$ cat config.mk
export PLATFORM = sky130hd
export DESIGN_NAME = wb_bram_pipe_interface_flat
export DESIGN_NICKNAME = d
export VERILOG_FILES = /design/src/rtl/wb_bram_pipe_interface_pkg.sv /design/src/rtl/wb_bram_pipe_interface_if.sv /design/src/rtl/wb_bram_pipe_interface_delay.sv /design/src/rtl/wb_bram_pipe_interface.sv /design/src/flat_wrapper.sv
export SDC_FILE = /design/constraint.sdc
export NUM_CORES = 1
export LEC_CHECK = 0
export ABC_AREA = 1
export BUFFER_PORTS_ARGS = -buffer_cell sky130_fd_sc_hd__buf_2
export CAP_MARGIN = 0
export CORE_AREA = 2 2 82 84
export CTS_CLUSTER_SIZE = 30
export DETAILED_ROUTE_END_ITERATION = 10
export DIE_AREA = 0 0 84 86
export PLACE_DENSITY = 0.64
export SETUP_SLACK_MARGIN = 0.15
export SYNTH_ARGS = -nofsm -noshare
export SYNTH_HDL_FRONTEND = slang
export SYNTH_SLANG_ARGS = --single-unit
export TNS_END_PERCENT = 30
$ cat constraint.sdc
create_clock -name clk_i -period 1.1 [get_ports clk_i]
set_input_delay 0.11 -clock clk_i [delete_from_list [all_inputs] [get_ports clk_i]]
set_output_delay 0.11 -clock clk_i [all_outputs]
set_load 0.01 [all_outputs]
$ cat src/rtl/wb_bram_pipe_interface_pkg.sv
// Shared types for the pipelined Wishbone-to-BRAM front-end: response kinds,
// the delay-line stage record and the stage-0 constructor.
package wb_bram_pkg;

  typedef enum logic [1:0] {
    RSP_NONE = 2'd0,
    RSP_ACK  = 2'd1,
    RSP_ERR  = 2'd2
  } rsp_kind_t;

  typedef struct packed {
    rsp_kind_t kind;
    logic      is_read;
  } rsp_stage_t;

  localparam rsp_stage_t STAGE_IDLE = '{kind: RSP_NONE, is_read: 1'b0};

  function automatic rsp_stage_t make_stage(input logic accept, input logic in_range,
                                            input logic we);
    rsp_stage_t s;
    s = STAGE_IDLE;
    if (accept) begin
      s.kind    = in_range ? RSP_ACK : RSP_ERR;
      s.is_read = ~we;
    end else begin
      s = STAGE_IDLE;
    end
    return s;
  endfunction

endpackage

$ cat src/rtl/wb_bram_pipe_interface_if.sv
// Wishbone B4 pipelined bus bundle; signal names are from the slave's point of view.
interface wb_bram_pipe_interface_if #(
  parameter int ADDR_WIDTH = 32,
  parameter int DATA_WIDTH = 32
);
  localparam int SEL_WIDTH = DATA_WIDTH / 8;

  logic [ADDR_WIDTH-1:0] wb_adr_i;
  logic [DATA_WIDTH-1:0] wb_dat_i;
  logic [DATA_WIDTH-1:0] wb_dat_o;
  logic                  wb_we_i;
  logic [SEL_WIDTH-1:0]  wb_sel_i;
  logic                  wb_stb_i;
  logic                  wb_cyc_i;
  logic                  wb_ack_o;
  logic                  wb_err_o;
  logic                  wb_stall_o;

  modport master (
    output wb_adr_i, wb_dat_i, wb_we_i, wb_sel_i, wb_stb_i, wb_cyc_i,
    input  wb_dat_o, wb_ack_o, wb_err_o, wb_stall_o
  );

  modport slave (
    input  wb_adr_i, wb_dat_i, wb_we_i, wb_sel_i, wb_stb_i, wb_cyc_i,
    output wb_dat_o, wb_ack_o, wb_err_o, wb_stall_o
  );

endinterface

$ cat src/rtl/wb_bram_pipe_interface_delay.sv
// Response delay line: DEPTH registered stages carrying ACK/ERR/NONE in accept order.
// A flush (cycle abort) or reset empties every stage at the next edge.
module rsp_delay_line
  import wb_bram_pkg::*;
#(
  parameter int DEPTH = 1
) (
  input  logic       clk_i,
  input  logic       rst_i,
  input  logic       flush_i,
  input  rsp_stage_t stage_i,
  output rsp_stage_t stage_o
);

  rsp_stage_t r_stages [DEPTH];

  // shift register of pending responses
  always_ff @(posedge clk_i) begin
    if (rst_i || flush_i) begin
      for (int i = 0; i < DEPTH; i++) r_stages[i] <= STAGE_IDLE;
    end else begin
      r_stages[0] <= stage_i;
      for (int i = 1; i < DEPTH; i++) r_stages[i] <= r_stages[i-1];
    end
  end

  assign stage_o = r_stages[DEPTH-1];

endmodule

$ cat src/rtl/wb_bram_pipe_interface.sv
// Pipelined Wishbone B4 slave front-end for a BRAM: one request per cycle, memory strobes
// issued the same cycle, ACK/ERR returned MEM_LATENCY cycles later aligned with read data.
module wb_bram_pipe_interface
  import wb_bram_pkg::*;
#(
  parameter int ADDR_WIDTH  = 32,
  parameter int DATA_WIDTH  = 32,
  parameter int MEM_SIZE    = 4096,
  parameter int MEM_LATENCY = 1
) (
  input  logic                    clk_i,
  input  logic                    rst_i,
  wb_bram_pipe_interface_if.slave wb,
  output logic [ADDR_WIDTH-1:0]   addr_o,
  output logic                    read_o,
  output logic                    write_o,
  output logic [DATA_WIDTH-1:0]   write_data_o,
  output logic [DATA_WIDTH/8-1:0] sel_o,
  input  logic [DATA_WIDTH-1:0]   read_data_i
);

  localparam int LIMIT_W = ADDR_WIDTH + 1;
  // one extra bit so a memory covering the whole address space still compares correctly
  localparam logic [LIMIT_W-1:0] MEM_LIMIT = LIMIT_W'(MEM_SIZE);

  logic                  w_stall;
  logic                  w_accept;
  logic                  w_in_range;
  rsp_stage_t            w_stage0;
  rsp_stage_t            w_last;
  logic                  w_ack;
  logic                  w_err;
  logic [DATA_WIDTH-1:0] w_rdat;

  assign w_stall = rst_i;

  // request acceptance, range check and memory strobes
  always_comb begin
    w_accept   = wb.wb_cyc_i & wb.wb_stb_i & ~w_stall;
    w_in_range = ({1'b0, wb.wb_adr_i} < MEM_LIMIT);
    read_o     = w_accept & w_in_range & ~wb.wb_we_i;
    write_o    = w_accept & w_in_range & wb.wb_we_i;
    w_stage0   = make_stage(w_accept, w_in_range, wb.wb_we_i);
  end

  rsp_delay_line #(
    .DEPTH (MEM_LATENCY)
  ) u_rsp_delay_line (
    .clk_i   (clk_i),
    .rst_i   (rst_i),
    .flush_i (~wb.wb_cyc_i),
    .stage_i (w_stage0),
    .stage_o (w_last)
  );

  // termination and read-data gating from the oldest pending response
  always_comb begin
    w_ack  = 1'b0;
    w_err  = 1'b0;
    w_rdat = '0;
    if (!rst_i && wb.wb_cyc_i) begin
      case (w_last.kind)
        RSP_ACK: begin
          w_ack = 1'b1;
          if (w_last.is_read) w_rdat = read_data_i;
          else                w_rdat = '0;
        end
        RSP_ERR: w_err = 1'b1;
        default: begin
          w_ack  = 1'b0;
          w_err  = 1'b0;
          w_rdat = '0;
        end
      endcase
    end else begin
      w_ack  = 1'b0;
      w_err  = 1'b0;
      w_rdat = '0;
    end
  end

  assign wb.wb_ack_o   = w_ack;
  assign wb.wb_err_o   = w_err;
  assign wb.wb_dat_o   = w_rdat;
  assign wb.wb_stall_o = w_stall;
  assign addr_o        = wb.wb_adr_i;
  assign write_data_o  = wb.wb_dat_i;
  assign sel_o         = wb.wb_sel_i;

endmodule

$ cat src/flat_wrapper.sv
// flat-port wrapper written by rule: the top's interface ports become plain ports
module wb_bram_pipe_interface_flat import wb_bram_pkg::*;
#(
  parameter int ADDR_WIDTH  = 32,
  parameter int DATA_WIDTH  = 32,
  parameter int MEM_SIZE    = 4096,
  parameter int MEM_LATENCY = 1
)
  (clk_i, rst_i, addr_o, read_o, write_o, write_data_o, sel_o, read_data_i, wb_wb_adr_i, wb_wb_dat_i, wb_wb_we_i, wb_wb_sel_i, wb_wb_stb_i, wb_wb_cyc_i, wb_wb_dat_o, wb_wb_ack_o, wb_wb_err_o, wb_wb_stall_o);
  wb_bram_pipe_interface_if #(.ADDR_WIDTH(ADDR_WIDTH), .DATA_WIDTH(DATA_WIDTH)) wb_i ();
  input  logic clk_i;
  input  logic rst_i;
  output logic [ADDR_WIDTH-1:0] addr_o;
  output logic read_o;
  output logic write_o;
  output logic [DATA_WIDTH-1:0] write_data_o;
  output logic [DATA_WIDTH/8-1:0] sel_o;
  input  logic [DATA_WIDTH-1:0] read_data_i;
  input wire logic [$bits(wb_i.wb_adr_i)-1:0] wb_wb_adr_i;
  input wire logic [$bits(wb_i.wb_dat_i)-1:0] wb_wb_dat_i;
  input wire logic [$bits(wb_i.wb_we_i)-1:0] wb_wb_we_i;
  input wire logic [$bits(wb_i.wb_sel_i)-1:0] wb_wb_sel_i;
  input wire logic [$bits(wb_i.wb_stb_i)-1:0] wb_wb_stb_i;
  input wire logic [$bits(wb_i.wb_cyc_i)-1:0] wb_wb_cyc_i;
  output wire logic [$bits(wb_i.wb_dat_o)-1:0] wb_wb_dat_o;
  output wire logic [$bits(wb_i.wb_ack_o)-1:0] wb_wb_ack_o;
  output wire logic [$bits(wb_i.wb_err_o)-1:0] wb_wb_err_o;
  output wire logic [$bits(wb_i.wb_stall_o)-1:0] wb_wb_stall_o;
  assign wb_i.wb_adr_i = wb_wb_adr_i;
  assign wb_i.wb_dat_i = wb_wb_dat_i;
  assign wb_i.wb_we_i = wb_wb_we_i;
  assign wb_i.wb_sel_i = wb_wb_sel_i;
  assign wb_i.wb_stb_i = wb_wb_stb_i;
  assign wb_i.wb_cyc_i = wb_wb_cyc_i;
  assign wb_wb_dat_o = wb_i.wb_dat_o;
  assign wb_wb_ack_o = wb_i.wb_ack_o;
  assign wb_wb_err_o = wb_i.wb_err_o;
  assign wb_wb_stall_o = wb_i.wb_stall_o;
  wb_bram_pipe_interface #(.ADDR_WIDTH(ADDR_WIDTH), .DATA_WIDTH(DATA_WIDTH), .MEM_SIZE(MEM_SIZE), .MEM_LATENCY(MEM_LATENCY)) u_core (.clk_i(clk_i), .rst_i(rst_i), .wb(wb_i), .addr_o(addr_o), .read_o(read_o), .write_o(write_o), .write_data_o(write_data_o), .sel_o(sel_o), .read_data_i(read_data_i));
endmodule
# Word-level counts from Yosys, hierarchy flattened
# Memory sizes are Yosys's and may differ from the RTL's.
# Cells that the tools add are included.
[totals]
n_memories = 1
register_bits = 0
ramBits = 3
word_cells = 30
[memory_table]
columns = ["memory", "words", "word_bits", "read_ports", "rd_ports_with_merged_regs", "wr", "line_no", "rtl"]
rows = [
  ["u_core.u_rsp_delay_line.r_stages", 1, 3, 1, 0, 1, "wb_bram_pipe_interface_delay.sv:15", "rsp_stage_t r_stages [DEPTH];"],
]
[classes]
n_reduce_logical = 4
n_eq_ne = 2
magnitude_cmp = 1
n_mux = 14
bitwise = 8
[op_table]
columns = ["cell", "n"]
rows = [
  ["$mux 32", 3],
  ["$lt 32x13->1 const B", 1],
  ["$mux 1", 8],
  ["$mux 3", 2],
  ["$and 1x1->1", 5],
  ["$not 1->1", 3],
  ["$reduce_or 3->1", 1],
  ["$eq 2x1->1 const B", 1],
  ["$eq 2x2->1 const B", 1],
  ["$mux 2", 1],
  ["$logic_and 1x1->1", 1],
  ["$logic_not 1->1", 1],
  ["$logic_or 1x1->1", 1],
]

# Logic depth before layout (Yosys ltp)
[depth]
depth_word = 5
ltp_mapped = 6
ltp_nobuf = 6

# Modules after synthesis
# From an unflattened synthesis, not the netlist that was laid out.
[unflattened]
hier_cells = 185
hier_area_um2 = 1064.8
[modules_own_cells]
columns = ["module", "seq_area_each_um2", "instances", "area_per_inst_um2", "cells_each"]
rows = [
  ["wb_bram_pipe_interface", 0.0, 1, 968.4, 173],
  ["rsp_delay_line", 60.1, 1, 96.3, 12],
]

# Worst setup path after synthesis
# No wires, ideal clock.
[synth_timing]
kind = "flip-flop to output port"
startpoint = "memory u_core.u_rsp_delay_line.r_stages[0][2] in the netlist's numbering"
endpoint = "output port wb_wb_dat_o[1]"
setup_slack_ps = 54
t_arrival_ps = 936
stages_incl_launch_ff = 7
path_buffers = 1
path_cell_list = "dfxtp_1 > inv_1 > nand2_1 > nor2_4 > nand2_4 > buf_6 > nor2_1"
[synth_via]
elab_chain_len = 4
[synth_rtl]
columns = ["item", "line_no", "rtl"]
rows = [
  ["start: declaration", "wb_bram_pipe_interface_delay.sv:15", ""],
  ["$mem_v2 1x3", "--", ""],
  ["$eq 2x1->1", "wb_bram_pipe_interface.sv:62", "case (w_last.kind)"],
  ["$mux 32", "wb_bram_pipe_interface.sv:62", ""],
  ["$mux 32", "wb_bram_pipe_interface.sv:61", "if (!rst_i && wb.wb_cyc_i) begin"],
  ["end: declaration", "flat_wrapper.sv:25", "output wire logic [$bits(wb_i.wb_dat_o)-1:0] wb_wb_dat_o;"],
]
# Every way passes these cells.

# Final worst setup path
[layout_timing]
startpoint = "memory u_core.u_rsp_delay_line.r_stages[0][2] in the netlist's numbering"
endpoint = "output port wb_wb_dat_o[30]"
# The elaborated chain is that of the path after synthesis.

==> results.cfg <==
[route]
drc_errors = 0
ant_nets = 0
via_per_inst = 3.38
vias = 1017
first_pass_iters = 4
drt-total-wl_um = 2860
drtIter0Drc = 13
detail_route.wl_per_cell_um = 9.50

[finish]
regMostFlops = u_core.u_rsp_delay_line.r_stages
final_util_pct = 21.8
reg_top3 = u_core.u_rsp_delay_line.r_stages x3
nets = 330
largest_reg_flops = 3
drive_gt1_share_pct = 71.9
antenna_cells = 0
synthToLayoutAreaGrowth_pct = 33.7

[placement]
dp_hpwl_um = 2530
numPortBuffers = 113
gp_congestion = 0.661
pre_cts_ws_ns = -0.0270

[logic_synthesis]
avgSynthCellArea_um2 = 5.86
yosysTopAreaCell = buf_4
post-synth-top-count-cell = buf_4
async_reset_ff_share_pct = 0
synth.distinct_cells = 14
synth_area_mm2 = 0.00102
synth_nets = 280
synth_top_flop_cell = dfxtp_1
synth_common_cells = 69 x buf_4, 42 x nor2_1, 39 x inv_1, 7 x nand2_1, 5 x nor2_2
postSynthCellCount = 175
ys_top_cells_by_area = buf_4 51%, nor2_1 15%, inv_1 14%, dfxtp_1 5.9%, buf_6 3.3%
yosysSeqAreaShare_pct = 5.86
yosys_warnings = 0
synth_top_area_share_pct = 50.5
ys_ff_latch = 3
synth-edff-count = 0

[die]
die_w_um = 84
initial_utilization_pct = 16.3
io_pins = 210
placementRows = 29
die-area_mm2 = 0.00722
die_y_um = 86
core_mm2 = 0.00628

[clock_network]
cts-buffers-inserted = 3
postCtsHoldBufs = 0
htreeDepth = 1
cts_tree = yes
clockBufferDepth = 2
clk_pin_slew_ns = 0.03
cts_sinks = 3
root_buffer = clkbuf_8

[timing]
period_share_pct = 119
relSlewSlack_pct = 89.8
period_minus_slack_ns = 1.31
setup_viol = 33
whs_ns = 0.177
finalMaxSlewViolations = 0
finalHoldViolCount = 0
fin_ws_ns = -0.210
worstMarginPinSlew_ns = 0.152
rsz0062_at_grt = yes
max_freq_mhz = 764

[worst_setup_path]
slowest_stage = dfxtp_1
path_class = flop to output pin
crit_path_end = wb_wb_dat_o[30]
crit_arrival_ns = 1.20
max_stage_delay_ns = 0.30
crit_required_ns = 0.99
crit_start = u_core.u_rsp_delay_line.r_stages[0][2]
path_buf_inv = 3
cp_max_fo = 17
cp-start-kind = flop
cp_cell_sequence = inv_2 -> nand2_2 -> nor2_4 -> nand2_4 -> buf_12 -> nor2_2 -> buf_2
cp.depth = 7
path_delay_family = buffers and inverters
cp-end-kind = output pin

[grt]
grt_use_total_pct = 7.10
grt_pass1_vias = 858
grt_start_max_net_pins = 18
antenna_found_initial = 0
grt_overflow_total = 0
grt_pass1_wl_um = 4110

[run_status]
violations = setup timing
status = finished, violations left

[pwr]
p_per_area_mw_per_mm2 = 489
max-vdd-ir-drop_v = 0.000401
cellLeakagePower_nw = 0.927

[flow_run]
drv_cap = 0

[min_path]
hold_class = input pin to flop
per-stage QoR:
stage / power [mW] / cell area, um2 / cells / setup TNS (ns)
after floorplan: 0.426 / 1100 / 175 / 0
after global placement: 0.340 / 1240 / 295 / 0
after detailed placement: 0.341 / 1240 / 295 / -0.0324
after CTS: 0.683 / 1350 / 300 / -6.47
after global routing: 0.719 / 1370 / 301 / -8.14
final: 0.670 / 1370 / 301 / -6.00
how the worst min path moves through the flow:
stage	startpoint	to	depth (start not counted)
floorplan	wb_wb_we_i	u_core.u_rsp_delay_line.r_stages[0][0]	3
global placement	wb_wb_adr_i[6]	addr_o[6]	0
detailed placement	wb_wb_adr_i[6]	addr_o[6]	0
CTS	wb_wb_we_i	u_core.u_rsp_delay_line.r_stages[0][0]	4
global route	wb_wb_we_i	u_core.u_rsp_delay_line.r_stages[0][0]	4
finish	wb_wb_we_i	u_core.u_rsp_delay_line.r_stages[0][0]	4
cell families after synthesis:
group / Yosys count / synth area share (%)
buffers and inverters: 111 / 68.1
AND/OR/NAND/NOR: 61 / 26.0
flip-flops: 3 / 5.86
where the power goes:
part	leakage, nW	internal (mW)	total, mW	switching (mW)
Clock	0.0228	0.247	0.316	0.0693
Sequential	0.0244	0.112	0.114	0.00175
Combinational	0.880	0.125	0.240	0.115
area by class of cell:
cell class                      count  area [um2]
Clock buffer                        4        45.0
Fill cell                         730        4910
Inverter                           39         146
Multi-Input combinational cell     61         362
Sequential cell                     3        60.1
Tap cell                           77        96.3
Timing Repair Buffer              117         661
cells in the final DEF, fill, tap and decap left out, drive strengths merged:
cell type / instances
nand3: 1
nand2: 9
buf: 117
nand4: 1
nor3: 1
clkbuf: 4
dfxtp: 3
nor2: 48
and2: 1
inv: 39
timing repair:
action	CTS	global route
pin swaps	9	2
buffers inserted	1	1
endpoints found under the setup margin	36	36
resized for setup	14	2
routing by layer:
layer	global-route usage [%]	part of all wire, %
met5	0	0
met2	10.8	45
met1	7.28	37
met3	7.22	18
met4	0.587	0
Power figures use the tool's default switching activity.
